===== src/rtl/prco_fetch.sv =====
// Instruction fetch: single-outstanding reads from local memory into a small instruction FIFO.
// Latency: read issued at N, pushed at the N+1 edge, visible at N+2. Backpressure: i_ready stalls the head; reads stop once count+inflight fills the FIFO.
module prco_fetch #(
  parameter logic [15:0] RESET_PC   = 16'h0000,
  parameter int          FIFO_DEPTH = 4
) (
  input  logic        i_clk,
  input  logic        i_reset_n,
  input  logic        i_en,
  input  logic        i_redirect,
  input  logic [15:0] i_redirect_pc,
  output logic [15:0] q_mem_addr,
  output logic        q_mem_re,
  input  logic [15:0] i_mem_dout,
  output logic [15:0] q_instr,
  output logic [15:0] q_instr_pc,
  output logic        q_valid,
  input  logic        i_ready
);

  localparam int          AW      = (FIFO_DEPTH > 1) ? $clog2(FIFO_DEPTH) : 1;
  localparam int          CW      = AW + 1;
  localparam logic [CW:0] DEPTH_W = (CW + 1)'(FIFO_DEPTH);

  logic [15:0]   pc_q, pc_d;
  logic [15:0]   iss_pc_q, iss_pc_d;
  logic          inflight_q, inflight_d;
  logic [CW-1:0] count_q, count_d;
  logic [AW-1:0] rd_ptr_q, rd_ptr_d;
  logic [AW-1:0] wr_ptr_q, wr_ptr_d;
  logic [15:0]   instr_q [FIFO_DEPTH];
  logic [15:0]   ipc_q   [FIFO_DEPTH];
  logic [CW:0]   occupancy;
  logic          push;
  logic          pop;

  assign q_mem_addr = pc_q;
  assign q_instr    = instr_q[rd_ptr_q];
  assign q_instr_pc = ipc_q[rd_ptr_q];

  // The in-flight read reserves a slot, so a pop this cycle cannot free room for a new issue.
  always_comb begin
    occupancy  = {1'b0, count_q} + {{CW{1'b0}}, inflight_q};
    q_mem_re   = i_reset_n & i_en & ~i_redirect & (occupancy < DEPTH_W);
    q_valid    = (count_q != '0) & ~i_redirect;
    push       = inflight_q & ~i_redirect;
    pop        = q_valid & i_ready;

    pc_d       = pc_q;
    iss_pc_d   = iss_pc_q;
    inflight_d = q_mem_re;
    count_d    = count_q;
    rd_ptr_d   = rd_ptr_q;
    wr_ptr_d   = wr_ptr_q;

    if (i_redirect) begin
      pc_d     = i_redirect_pc;
      count_d  = '0;
      wr_ptr_d = rd_ptr_q;
    end else begin
      if (q_mem_re) begin
        pc_d     = pc_q + 16'd1;
        iss_pc_d = pc_q;
      end
      if (push) wr_ptr_d = wr_ptr_q + AW'(1);
      if (pop)  rd_ptr_d = rd_ptr_q + AW'(1);
      case ({push, pop})
        2'b10:   count_d = count_q + CW'(1);
        2'b01:   count_d = count_q - CW'(1);
        default: count_d = count_q;
      endcase
    end
  end

  always_ff @(posedge i_clk or negedge i_reset_n) begin
    if (!i_reset_n) begin
      pc_q       <= RESET_PC;
      iss_pc_q   <= '0;
      inflight_q <= 1'b0;
      count_q    <= '0;
      rd_ptr_q   <= '0;
      wr_ptr_q   <= '0;
      for (int i = 0; i < FIFO_DEPTH; i++) begin
        instr_q[i] <= '0;
        ipc_q[i]   <= '0;
      end
    end else begin
      pc_q       <= pc_d;
      iss_pc_q   <= iss_pc_d;
      inflight_q <= inflight_d;
      count_q    <= count_d;
      rd_ptr_q   <= rd_ptr_d;
      wr_ptr_q   <= wr_ptr_d;
      if (push) begin
        instr_q[wr_ptr_q] <= i_mem_dout;
        ipc_q[wr_ptr_q]   <= iss_pc_q;
      end
    end
  end

endmodule


===== config.mk =====
export PLATFORM = sky130hd
export DESIGN_NAME = prco_fetch
export DESIGN_NICKNAME = d
export VERILOG_FILES = /design/src/rtl/prco_fetch.sv
export SDC_FILE = /design/constraint.sdc
export NUM_CORES = 1
export LEC_CHECK = 0
export BUFFER_PORTS_ARGS = -buffer_cell sky130_fd_sc_hd__buf_2
export CAP_MARGIN = 20
export CORE_ASPECT_RATIO = 0.9
export CORE_MARGIN = 2
export CORE_UTILIZATION = 40
export CTS_CLUSTER_DIAMETER = 80
export CTS_CLUSTER_SIZE = 30
export DETAILED_ROUTE_END_ITERATION = 10
export SYNTH_ARGS = -nofsm -noshare
export SYNTH_HDL_FRONTEND = slang
export SYNTH_SLANG_ARGS = --single-unit
export TNS_END_PERCENT = 5

===== constraint.sdc =====
create_clock -name i_clk -period 2 [get_ports i_clk]
set_input_delay 0.4 -clock i_clk [delete_from_list [all_inputs] [get_ports i_clk]]
set_output_delay 0.4 -clock i_clk [all_outputs]
set_load 0.03 [all_outputs]

Yosys cells after proc, flatten, opt, wreduce, memory -nomap -nowiden

Index checks and enable logic that the tools add are counted.

Add/sub/neg operators: 6
Order comparisons: 4
Eq/ne operators: 2
Muxes and demuxes: 16
Bitwise gates (word level): 9
Reduce and logical (&&, ||, !) cells: 7

Operators by type and width:

| kind                  | number |
|---|---|
| $bwmux 64             | 2 |
| $mux 16               | 7 |
| $bmux 16 s2           | 2 |
| $demux 16 s2          | 1 |
| $add 16x1->16 const B | 1 |
| $and 1x1->1           | 6 |
| $ge 3x3->1 const B    | 2 |
| $not 2->3             | 2 |
| $pmux 3 s2            | 1 |
| $reduce_bool 3->1     | 2 |
| $add 2x1->2 const B   | 2 |
| $add 3x1->4           | 1 |
| $lt 4x3->1 const B    | 1 |
| $mux 2                | 2 |
| $reduce_and 2->1      | 2 |
| $reduce_bool 2->1     | 2 |
| $add 3x1->3 const B   | 1 |
| $lt 3x1->1 const B    | 1 |
| $mux 3                | 1 |
| $sub 3x1->3 const B   | 1 |
| $eq 2x1->1 const B    | 1 |
| $eq 2x2->1 const B    | 1 |
| $logic_and 1x1->1     | 1 |
| $not 1->1             | 1 |

Register bits: 168
Input bits: 37
Logic and storage cells: 58

Longest topological paths before layout

Gate-level depths: netlist of the first run.

Word-level depth: 6
Gate-level depth with buffers: 7
Mapped depth without buffers: 6

Worst setup path before layout of the first run

OpenSTA, ideal clock, no wires.

Kind: input port to flip-flop
Start point: input port i_redirect
End point: register count_q[2]
Data arrival time: 1.859 ns
Data required time: 1.865 ns
Path slack: 0.006 ns
Stages on the path: 7
Cells stage by stage: clkbuf_1 -> clkbuf_1 -> nor3_1 -> fa_1 -> nor3_1 -> o21ai_0 -> nor3b_1

Cells in the longest elaborated chain, start to end: 6
Elaborated cells on any way between the ends: 9
Those cells by class: eq/ne (2); mux (2); bitwise (4); reduce/logical (1)

RTL lines:

| item                                     | RTL line | RTL |
|---|---|---|
| start, declared                          | 10       | `input logic i_redirect,` |
| $not 1->1 (no line)                      | --       |  |
| $and 1x1->1                              | 45       | `q_valid = (count_q != '0) & ~i_redirect;` |
| $and 1x1->1                              | 47       | `pop = q_valid & i_ready;` |
| $eq 2x1->1 or $eq 2x2->1 (tied branches) | 67       | `case ({push, pop})` |
| $pmux 3 s2                               | 67       |  |
| $mux 3                                   | 56       | `if (i_redirect) begin` |
| end signal, assigned                     | 91       | `count_q <= count_d;` |
| end, declared                            | 28       | `logic [CW-1:0] count_q, count_d;` |

Several ways; a longest one is shown, not always the timed one.
A chain may end at the register's enable or synchronous reset.

Worst setup path in the final report of the first run

Start point: register rd_ptr_q[0]
End point: output port q_instr[11]

Cells in the longest elaborated chain, start to end: 4

RTL lines:

| item                                        | RTL line | RTL |
|---|---|---|
| start, declared                             | 29       | `logic [AW-1:0] rd_ptr_q, rd_ptr_d;` |
| start signal, assigned                      | 92       | `rd_ptr_q <= rd_ptr_d;` |
| $not 2->3 (implied by the code)             | 38       | `assign q_instr = instr_q[rd_ptr_q];` |
| $bmux 16 s2                                 | 38       |  |
| $mux 16 (implied by the code) (2 in series) | 38       |  |
| end, declared                               | 15       | `output logic [15:0] q_instr,` |

Every way passes these cells. The select of a mux whose other input is x is not followed.

==> flow_summary.yaml, run 1 <==
global_route:
  grt_pass1_wl_mm: 28.23
  grt_util_met2_pct: 29.44
  grt_pass1_vias: 5192
  grt_use_met1_pct: 25.39
  grtUsageTotal_pct: 18.39
  busiest_layer: "met2"
  gr-total-overflow: 0
  antenna_found_initial: 0
  grt_max_degree: 165
  use_met3_pct: 4.392
clocking:
  tritoncts: "yes"
  clkSinkCount: 168
  path_clk_slew_ns: 0.06
  numCtsBuffers: 17
  cts-root-buf: "clkbuf_16"
  cts_buffer_depth: 2
  clock_latency_ns: 0.43
  cts_max_level: 4
status:
  outcome: "complete, but fails checks"
  failed_checks: "negative setup slack"
sta:
  setup_viol: 32
  drv_slew: 0
  fin_ws_ns: -0.2065
  hold_viol: 0
  period_minus_slack_ns: 2.206
  tightest_slew_ns: 0.9395
  rsz0062_at_grt: "true"
  fin_skew_ns: 0.01725
  fmax_ghz: 0.4532
  finalCritPeriodShare_pct: 110.3
  fin_setup_tns_ns: -5.346
  slew-limit-headroom_pct: 37.37
route:
  drc: 0
  drtPass1Iterations: 4
  drt-total-wl_mm: 17.55
  avgRoutedWirePerCell_um: 19.54
  vias: 4852
  viasPerCell: 5.403
  drtAntennaViolNets: 0
  first_iter_violations: 269
final_layout:
  finalNetCount: 684
  area_growth_pct: 22.87
  ff_latch_area_mm2: 0.004208
  drive_above_1_share_pct: 49.16
  n_antenna_cell: 0
  multi_input_area_mm2: 0.003198
  fillCellCount: 1607
floorplanning:
  dieArea_mm2: 0.02009
  start_util_pct: 41.10
  coreArea_mm2: 0.01847
  ioPinCount: 87
  die-width_um: 149.2
  rows: 47
  chipHeight_um: 134.7
placement:
  dp_hpwl_mm: 10.94
  gp_congestion: 0.8643
  portBuffers: 86
synthesis:
  seq_area_frac_synth_pct: 55.40
  ys_top_cells_by_area: "dfrtp_1 55%, mux2_2 19%, mux4_2 9.5%, nand2_1 2.8%, buf_2 1.3%"
  syn_area_mm2: 0.007589
  synth_cell_types: 48
  synth_top_area_cell: "dfrtp_1"
  async_flop_share_pct: 100.0
  synthDominantCellAreaShare_pct: 55.40
  ys.flop_type: "dfrtp_1"
  ys_ff_latch: 168
  syn_nets: 577
  syn_inst: 534
  synth_edf_count: 0
  yosys_warnings: 0
  avgSynthCellArea_um2: 14.21
critical_path:
  end_kind: "output port"
  crit_type: "flip-flop to output port"
  path_max_fanout: 6
  crit_chain: "buf_6, buf_12, mux4_2, buf_6"
  required_ns: 1.60
  slowest_stage: "mux4_2"
  r2r.worst_path.cells: 6
  cpPeakStageDelay_ns: 0.54
  cp-start-kind: "flip-flop"
  crit_top_cell: "buf_6"
  cp.arrival_ns: 1.81
pwr:
  p_switching_uw: 4741
  seqPwrFrac_pct: 37.9
  irDropWorstVdd_uv: 700.5
  combinationalPowerShare_pct: 39.1
  p_total_uw: 14290
  p_sw_share_pct: 33.17
  internal-power_uw: 9552
  power.density_mw_per_mm2: 1533
  p_leak_uw: 0.004412
  pwr-share-clk_pct: 23.1
min_path:
  holdCritPathClass: "input pin to async pin"
flow_run:
  maxCapViolCount: 0
## cell type report
| class | instances | share of cell area (%) |
|---|---|---|
| Tap cell | 245 | 3.288 |
| Clock inverter | 10 | 1.288 |
| Timing Repair Buffer | 120 | 10.60 |
| Sequential cell | 168 | 45.13 |
| Multi-Input combinational cell | 326 | 34.30 |
| Clock buffer | 21 | 5.046 |
| Inverter | 8 | 0.3489 |
## worst max-delay path: cells and delay by family, from the launching register on
kind                   cells  cell delay [ns]
DFF                        1             0.38
muxes                      1             0.54
buffers and inverters      3             0.45
## timing repair
| item | CTS | global route |
|---|---|---|
| resized for setup | 69 | 2 |
| pin swaps | 1 | 0 |
| cloned | 3 | 0 |
| hold buffers | 1 | 0 |
| hold endpoints to repair | 4 | 0 |
| setup endpoints to repair | 33 | 33 |
| buffers inserted | 2 | 0 |
## flip-flops by register name, indices dropped and copies added, names as in the netlist
| name | flops |
|---|---|
| count_q | 3 |
| inflight_q | 1 |
| instr_q | 64 |
| ipc_q | 64 |
| iss_pc_q | 16 |
| q_mem_addr | 16 |
| rd_ptr_q | 2 |
| wr_ptr_q | 2 |
## cell families (layout without fill, tap and decap cells)
| group | count (synthesis) | count (layout) | synth area share (%) |
|---|---|---|---|
| fa+ha+maj | 6 | 6 | 1.088 |
| mux | 164 | 164 | 29.02 |
| simple gates | 112 | 112 | 7.634 |
| xor+xnor | 4 | 4 | 0.4617 |
| buf+inv | 40 | 159 | 2.638 |
| compound gates | 40 | 40 | 3.759 |
| flops | 168 | 168 | 55.40 |
## placed cells by master, fill, tap and decap left out, types with 4 or more instances in the layout
| cell type | instances |
|---|---|
| dfrtp_1 | 165 |
| mux2_2 | 128 |
| nand2_1 | 56 |
| buf_2 | 56 |
| mux4_2 | 32 |
| buf_6 | 32 |
| buf_4 | 24 |
| clkbuf_16 | 17 |
| o21ai_0 | 12 |
| nand3_1 | 10 |
| nor3_1 | 8 |
| nor2_1 | 8 |
| inv_1 | 7 |
| nand4_1 | 5 |
| a21oi_1 | 5 |
| a221o_1 | 5 |
| nor4_1 | 5 |
| ha_1 | 5 |
| a22oi_1 | 4 |
| mux2i_1 | 4 |
## routing by layer
layer	wire length, um	vias to the layer above	share of wire (%)
met1	8135	2533	46
met2	8383	126	48
met5	0	-	0
met3	838	17	4.8
met4	189	0	1.1
li1	-	2176	-
## worst paths after layout
kind,startpoint,endpoint,slack (ns)
worst min register to register,ipc_q[27],ipc_q[27],0.50
min in group i_clk,i_redirect_pc[2],q_mem_addr[2],0.18
worst max register to register,count_q[1],count_q[2],0.15
max in group asynchronous,i_reset_n,instr_q[44],1.10
worst min-delay path,i_reset_n,ipc_q[10],0.15
worst max-delay path,rd_ptr_q[0],q_instr[11],-0.21
## synthesized netlist by cell type, drive strengths merged, types with 2 or more instances
library cell / count
ha: 5
xnor2: 3
nor4: 6
nor2: 8
buf: 24
o211ai: 3
inv: 8
clkbuf: 8
dfrtp: 168
o311ai: 2
a221o: 5
a21o: 3
mux2i: 4
nand4: 5
nand2: 57
o21ai: 12
nand3: 12
and3: 4
a311o: 2
mux4: 32
a22oi: 4
a21oi: 5
nor2b: 3
mux2: 128
nor3: 8
## power groups by stage
stage,registers [uW],logic [uW],clock network [uW]
2_1_floorplan,5230,3540,0
3_3_place_gp,5360,4650,0
3_5_place_dp,5470,4750,0
4_1_cts,5410,5670,3360
5_1_grt,5590,5940,3500
6_report,5410,5590,3290
## through the flow
stage               area, um2  hold WS (ns)  std cells  setup slack, ns  utilization [%]
finish                   9324        0.1477        898          -0.2065            50.49
global route             9324        0.1882        898          -0.2635            50.49
CTS                      9315        0.1708        898          -0.2227            50.45
detailed placement       8411        0.2134        861           0.1480            45.55
global placement         8411        0.2150        861           0.2189            45.55
floorplan                7589        0.1044        534         0.006378                -
No activity file was read; power rests on OpenSTA's default activity.
==> inputs of run 2 (changes only) <==
--- a/config.mk
+++ b/config.mk
@@ -9,10 +9,11 @@
 export CAP_MARGIN = 20
 export CORE_ASPECT_RATIO = 0.9
 export CORE_MARGIN = 2
-export CORE_UTILIZATION = 40
+export CORE_UTILIZATION = 55
 export CTS_CLUSTER_DIAMETER = 80
 export CTS_CLUSTER_SIZE = 30
 export DETAILED_ROUTE_END_ITERATION = 10
+export PLACE_DENSITY = 0.76
 export SYNTH_ARGS = -nofsm -noshare
 export SYNTH_HDL_FRONTEND = slang
 export SYNTH_SLANG_ARGS = --single-unit
==> run 2 against run 1 <==
Net effect: the run still ends with negative setup slack left; sequential cell count unchanged; critical path depth unchanged; sequential share of layout area rose by 0.59 points; sequential power grew 0.9%; worst hold slack worse by 0.050 ns; combinational power fell by 0.7%; core utilization is 18 points higher; non-clock buffer count is the same; register-to-register slack got worse by 0.06 ns; critical endpoint is now q_instr_pc[9]; largest cell class unchanged.
==> flow_summary.yaml, run 2 (synthesis gave the netlist of run 1 again) <==
placement:
  portBuffers: 86
  gp_congestion: 0.8634
  dp_hpwl_mm: 10.55
final_layout:
  drive_above_1_share_pct: 49.00
  final_common_cell: "dfrtp_1"
  area_growth_pct: 21.32
  ff_latch_area_mm2: 0.004209
  finalNetCount: 684
  multi_input_area_mm2: 0.003203
  n_antenna_cell: 0
  fin_util_pct: 68.64
  reg.largest.list: "instr_q (64), ipc_q (64)"
  fillCellCount: 921
  final_cell_mix: "164 x dfrtp_1, 128 x mux2_2, 60 x buf_2"
floorplanning:
  chipHeight_um: 115.4
  rows: 40
  coreArea_mm2: 0.01341
  start_util_pct: 56.58
  die-width_um: 127.8
  dieArea_mm2: 0.01475
  ioPinCount: 87
clocking:
  numCtsBuffers: 17
  clock_latency_ns: 0.42
  cts_buffer_depth: 2
  path_clk_slew_ns: 0.06
  clkSinkCount: 168
  cts_max_level: 4
  cts-root-buf: "clkbuf_16"
  tritoncts: "yes"
route:
  drtAntennaViolNets: 0
  drt-total-wl_mm: 16.80
  viasPerCell: 5.979
  first_iter_violations: 371
  drtPass1Iterations: 6
  drc: 0
  avgRoutedWirePerCell_um: 20.47
  vias: 4909
global_route:
  grt_use_met1_pct: 32.32
  antenna_found_initial: 0
  grt_util_met2_pct: 37.29
  grtUsageTotal_pct: 23.57
  grt_max_degree: 157
  gr-total-overflow: 0
  grt_pass1_vias: 5051
  use_met3_pct: 6.602
  grt_pass1_wl_mm: 26.55
  busiest_layer: "met2"
pwr:
  p_leak_uw: 0.004405
  irDropWorstVdd_uv: 880.1
  p_total_uw: 14100
  power.density_mw_per_mm2: 1531
critical_path:
  path_max_fanout: 7
  crit_type: "flip-flop to output port"
  crit_buf_inv: 3
  crit_family: "multiplexers"
  reg2reg_from: "count_q[1]"
  end_kind: "output port"
  critPathLaunch: "rd_ptr_q[0]"
  cp-start-kind: "flip-flop"
  crit_chain: "buf_4, buf_12, mux4_2, buf_6"
  cpPeakStageDelay_ns: 0.55
  required_ns: 1.60
  cp.arrival_ns: 1.80
  slowest_stage: "mux4_2"
status:
  failed_checks: "negative setup slack"
  outcome: "complete, but fails checks"
sta:
  slew-limit-headroom_pct: 41.74
  rsz0062_at_grt: "true"
  tightest_slew_ns: 0.8739
  fin_skew_ns: 0.007530
  fin_ws_ns: -0.1989
  setup_viol: 33
  finalCritPeriodShare_pct: 109.9
  fmax_ghz: 0.4548
  drv_slew: 0
  period_minus_slack_ns: 2.199
  hold_viol: 0
min_path:
  holdCritPathClass: "input pin to async pin"
flow_run:
  maxCapViolCount: 0
run 2: final timing paths:
path                            endpoint  slack (ns)  depth (start not counted)
setup / recovery           q_instr_pc[9]       -0.20                          4
hold / removal                 ipc_q[28]         0.1                          2
setup reg to reg              count_q[2]        0.09                          6
hold reg to reg              instr_q[19]        0.50                          1
max in group asynchronous       ipc_q[3]        1.20                          2
min in group i_clk         q_mem_addr[2]        0.20                          3
run 2: final cells by class:
class,instances,share of cell area (%)
Tap cell,168,2.283
Multi-Input combinational cell,326,34.79
Clock inverter,7,0.7475
Timing Repair Buffer,120,10.74
Inverter,8,0.3805
Sequential cell,168,45.72
Clock buffer,24,5.341
run 2: timing repair:
item / CTS / global route
endpoints found under the setup margin: 33 / 34
resized for setup: 44 / 27
endpoints found under the hold margin: 12 / 0
hold buffers: 2 / 0
pin swaps: 1 / 0
setup buffers: 0 / 3
gates cloned: 0 / 4
run 2: report_power, final:
| part | internal [uW] | switching, uW | leakage (uW) |
|---|---|---|---|
| logic | 2950 | 2600 | 0.00195 |
| clock network | 1830 | 1250 | 0.000272 |
| registers | 4640 | 819 | 0.00219 |
run 2: stage by stage:
stage               cell area [um2]  setup WS (ns)  instances  TNS [ns]  hold WS [ns]
CTS                            9009        -0.2094        814    -5.293        0.1727
finish                         9206        -0.1989        821    -5.536       0.09748
global route                   9206        -0.2537        821    -7.447        0.1777
detailed placement             8292         0.1052        781         0        0.2211
floorplan                      7589       0.006378        534         0        0.1044
global placement               8292         0.1844        781         0        0.2211
run 2: routing by layer:
metal	up-vias	routed length, um	part of all wire, %
met5	-	0	0
met4	0	218	1.3
met3	21	991	5.9
met2	191	8179	49
met1	2510	7414	44
li1	2187	-	-
==> inputs of run 3 (changes only) <==
--- a/config.mk
+++ b/config.mk
@@ -10,10 +10,11 @@
 export CORE_ASPECT_RATIO = 0.9
 export CORE_MARGIN = 2
 export CORE_UTILIZATION = 55
-export CTS_CLUSTER_DIAMETER = 80
+export CTS_CLUSTER_DIAMETER = 150
 export CTS_CLUSTER_SIZE = 30
 export DETAILED_ROUTE_END_ITERATION = 10
 export PLACE_DENSITY = 0.76
+export SKIP_CTS_REPAIR_TIMING = 1
 export SYNTH_ARGS = -nofsm -noshare
 export SYNTH_HDL_FRONTEND = slang
 export SYNTH_SLANG_ARGS = --single-unit
==> run 3 against run 2 <==
Net effect: the flow still finishes with violations (negative setup slack); register-to-register slack barely moved; setup slack got worse by 0.0088 ns; clock skew about the same; sequential cell count stayed put; cell area decreased by 0.99%; via count is essentially flat; global-route usage decreased by 0.11 points; final cell count down 0.12%; non-clock buffer count fell by 1; largest power group is now registers.
==> flow_summary.yaml, run 3 (synthesis gave the netlist of run 1 again) <==
placement:
  gp_congestion: 0.8634
  dp_hpwl_mm: 10.55
  portBuffers: 86
pwr:
  internal-power_uw: 9183
  p_switching_uw: 4625
  pwr-share-clk_pct: 22.4
  irDropWorstVdd_uv: 868.8
  seqPwrFrac_pct: 39.4
  combinationalPowerShare_pct: 38.2
  power.density_mw_per_mm2: 1515
  p_leak_uw: 0.004386
  p_sw_share_pct: 33.49
  p_total_uw: 13810
floorplanning:
  die-width_um: 127.8
  start_util_pct: 56.58
  ioPinCount: 87
  chipHeight_um: 115.4
  coreArea_mm2: 0.01341
  dieArea_mm2: 0.01475
  rows: 40
critical_path:
  path_max_fanout: 7
  cp.arrival_ns: 1.81
  end_kind: "output port"
  required_ns: 1.60
  cp-start-kind: "flip-flop"
  crit_type: "flip-flop to output port"
  regToRegSetupSlack_ns: 0.10
route:
  avgRoutedWirePerCell_um: 20.33
  viasPerCell: 5.990
  drc: 0
  drt-total-wl_mm: 16.67
  drtPass1Iterations: 5
  first_iter_violations: 392
  vias: 4912
  drtAntennaViolNets: 0
final_layout:
  reg.largest.list: "instr_q (64), ipc_q (64)"
  final_cell_mix: "164 x dfrtp_1, 128 x mux2_2, 72 x buf_2"
  fin_util_pct: 67.96
  n_antenna_cell: 0
  drive_above_1_share_pct: 48.93
  final_common_cell: "dfrtp_1"
  area_growth_pct: 20.12
  finalNetCount: 683
  fillCellCount: 941
global_route:
  gr-total-overflow: 0
  antenna_found_initial: 0
  grt_max_degree: 157
  grt_pass1_wl_mm: 26.42
  grt_pass1_vias: 5012
  grtUsageTotal_pct: 23.46
sta:
  hold_viol: 0
  fin_skew_ns: 0.007201
  setup_viol: 33
  period_minus_slack_ns: 2.208
  whs_ns: 0.1107
  slew-limit-headroom_pct: 42.57
  fin_ws_ns: -0.2077
  drv_slew: 0
  rsz0062_at_grt: "true"
  fmax_ghz: 0.4530
  tightest_slew_ns: 0.8615
  finalCritPeriodShare_pct: 110.4
status:
  failed_checks: "negative setup slack"
  outcome: "complete, but fails checks"
flow_run:
  maxCapViolCount: 0
clocking:
  clock_latency_ns: 0.42
  cts_max_level: 4
  numCtsBuffers: 17
  clkSinkCount: 168
  tritoncts: "yes"
  path_clk_slew_ns: 0.06
  cts-root-buf: "clkbuf_16"
  cts_buffer_depth: 2
min_path:
  holdCritPathClass: "input pin to async pin"
run 3: cell types whose count changed in the layout (fill, tap and decap cells not counted), sizes merged:
cell / previous run / this run
buf: 115 / 114
run 3: final timing paths:
kind	cells past startpoint	start	end
max in group asynchronous	2	i_reset_n	ipc_q[3]
worst min register to register	1	instr_q[12]	instr_q[12]
worst max-delay path	4	rd_ptr_q[0]	q_instr_pc[9]
worst min-delay path	2	i_reset_n	ipc_q[26]
min in group i_clk	3	i_redirect_pc[2]	q_mem_addr[2]
worst max register to register	6	count_q[1]	count_q[2]
run 3: through the flow:
| step | cells | TNS [ns] | setup slack [ns] | cell area, um2 |
|---|---|---|---|---|
| 2_1_floorplan | 534 | 0 | 0.006378 | 7589 |
| 3_3_place_gp | 781 | 0 | 0.1844 | 8292 |
| 3_5_place_dp | 781 | 0 | 0.1052 | 8292 |
| 4_1_cts | 812 | -6.061 | -0.2483 | 8852 |
| 5_1_grt | 820 | -7.790 | -0.2608 | 9115 |
| 6_report | 820 | -5.794 | -0.2077 | 9115 |
run 3: final cells by class:
class	instances	area [um2]	area share [%]
clock buffer	24	491.7	5.395
multi-input combinational	326	3199	35.10
sequential	168	4209	46.18
tap	168	210.2	2.306
inverter	8	37.54	0.4118
timing repair buffer	119	898.4	9.856
clock inverter	7	68.82	0.7550
run 3: per-layer routing:
layer  wire, um  vias up  track usage, %  part of all wire (%)
li1           -     2184               -                     -
met1       7395     2521           32.09                    44
met2       8187      186           37.15                    49
met3        891       21           6.648                   5.3
met4        195        0           7.326                   1.2
met5          0        -               0                     0
run 3: power groups by stage:
stage	registers [uW]	clock network (uW)	logic (uW)
after floorplan	5230	0	3540
after global placement	5360	0	4590
after detailed placement	5480	0	4720
after CTS	5440	3140	4750
after global routing	5610	3280	5610
final	5450	3090	5270
run 3: worst max-delay path, cell delays in order (launching register included):
cell	delay, ns
dfrtp_2	0.38
buf_12	0.16
buf_12	0.14
mux4_2	0.55
buf_6	0.17
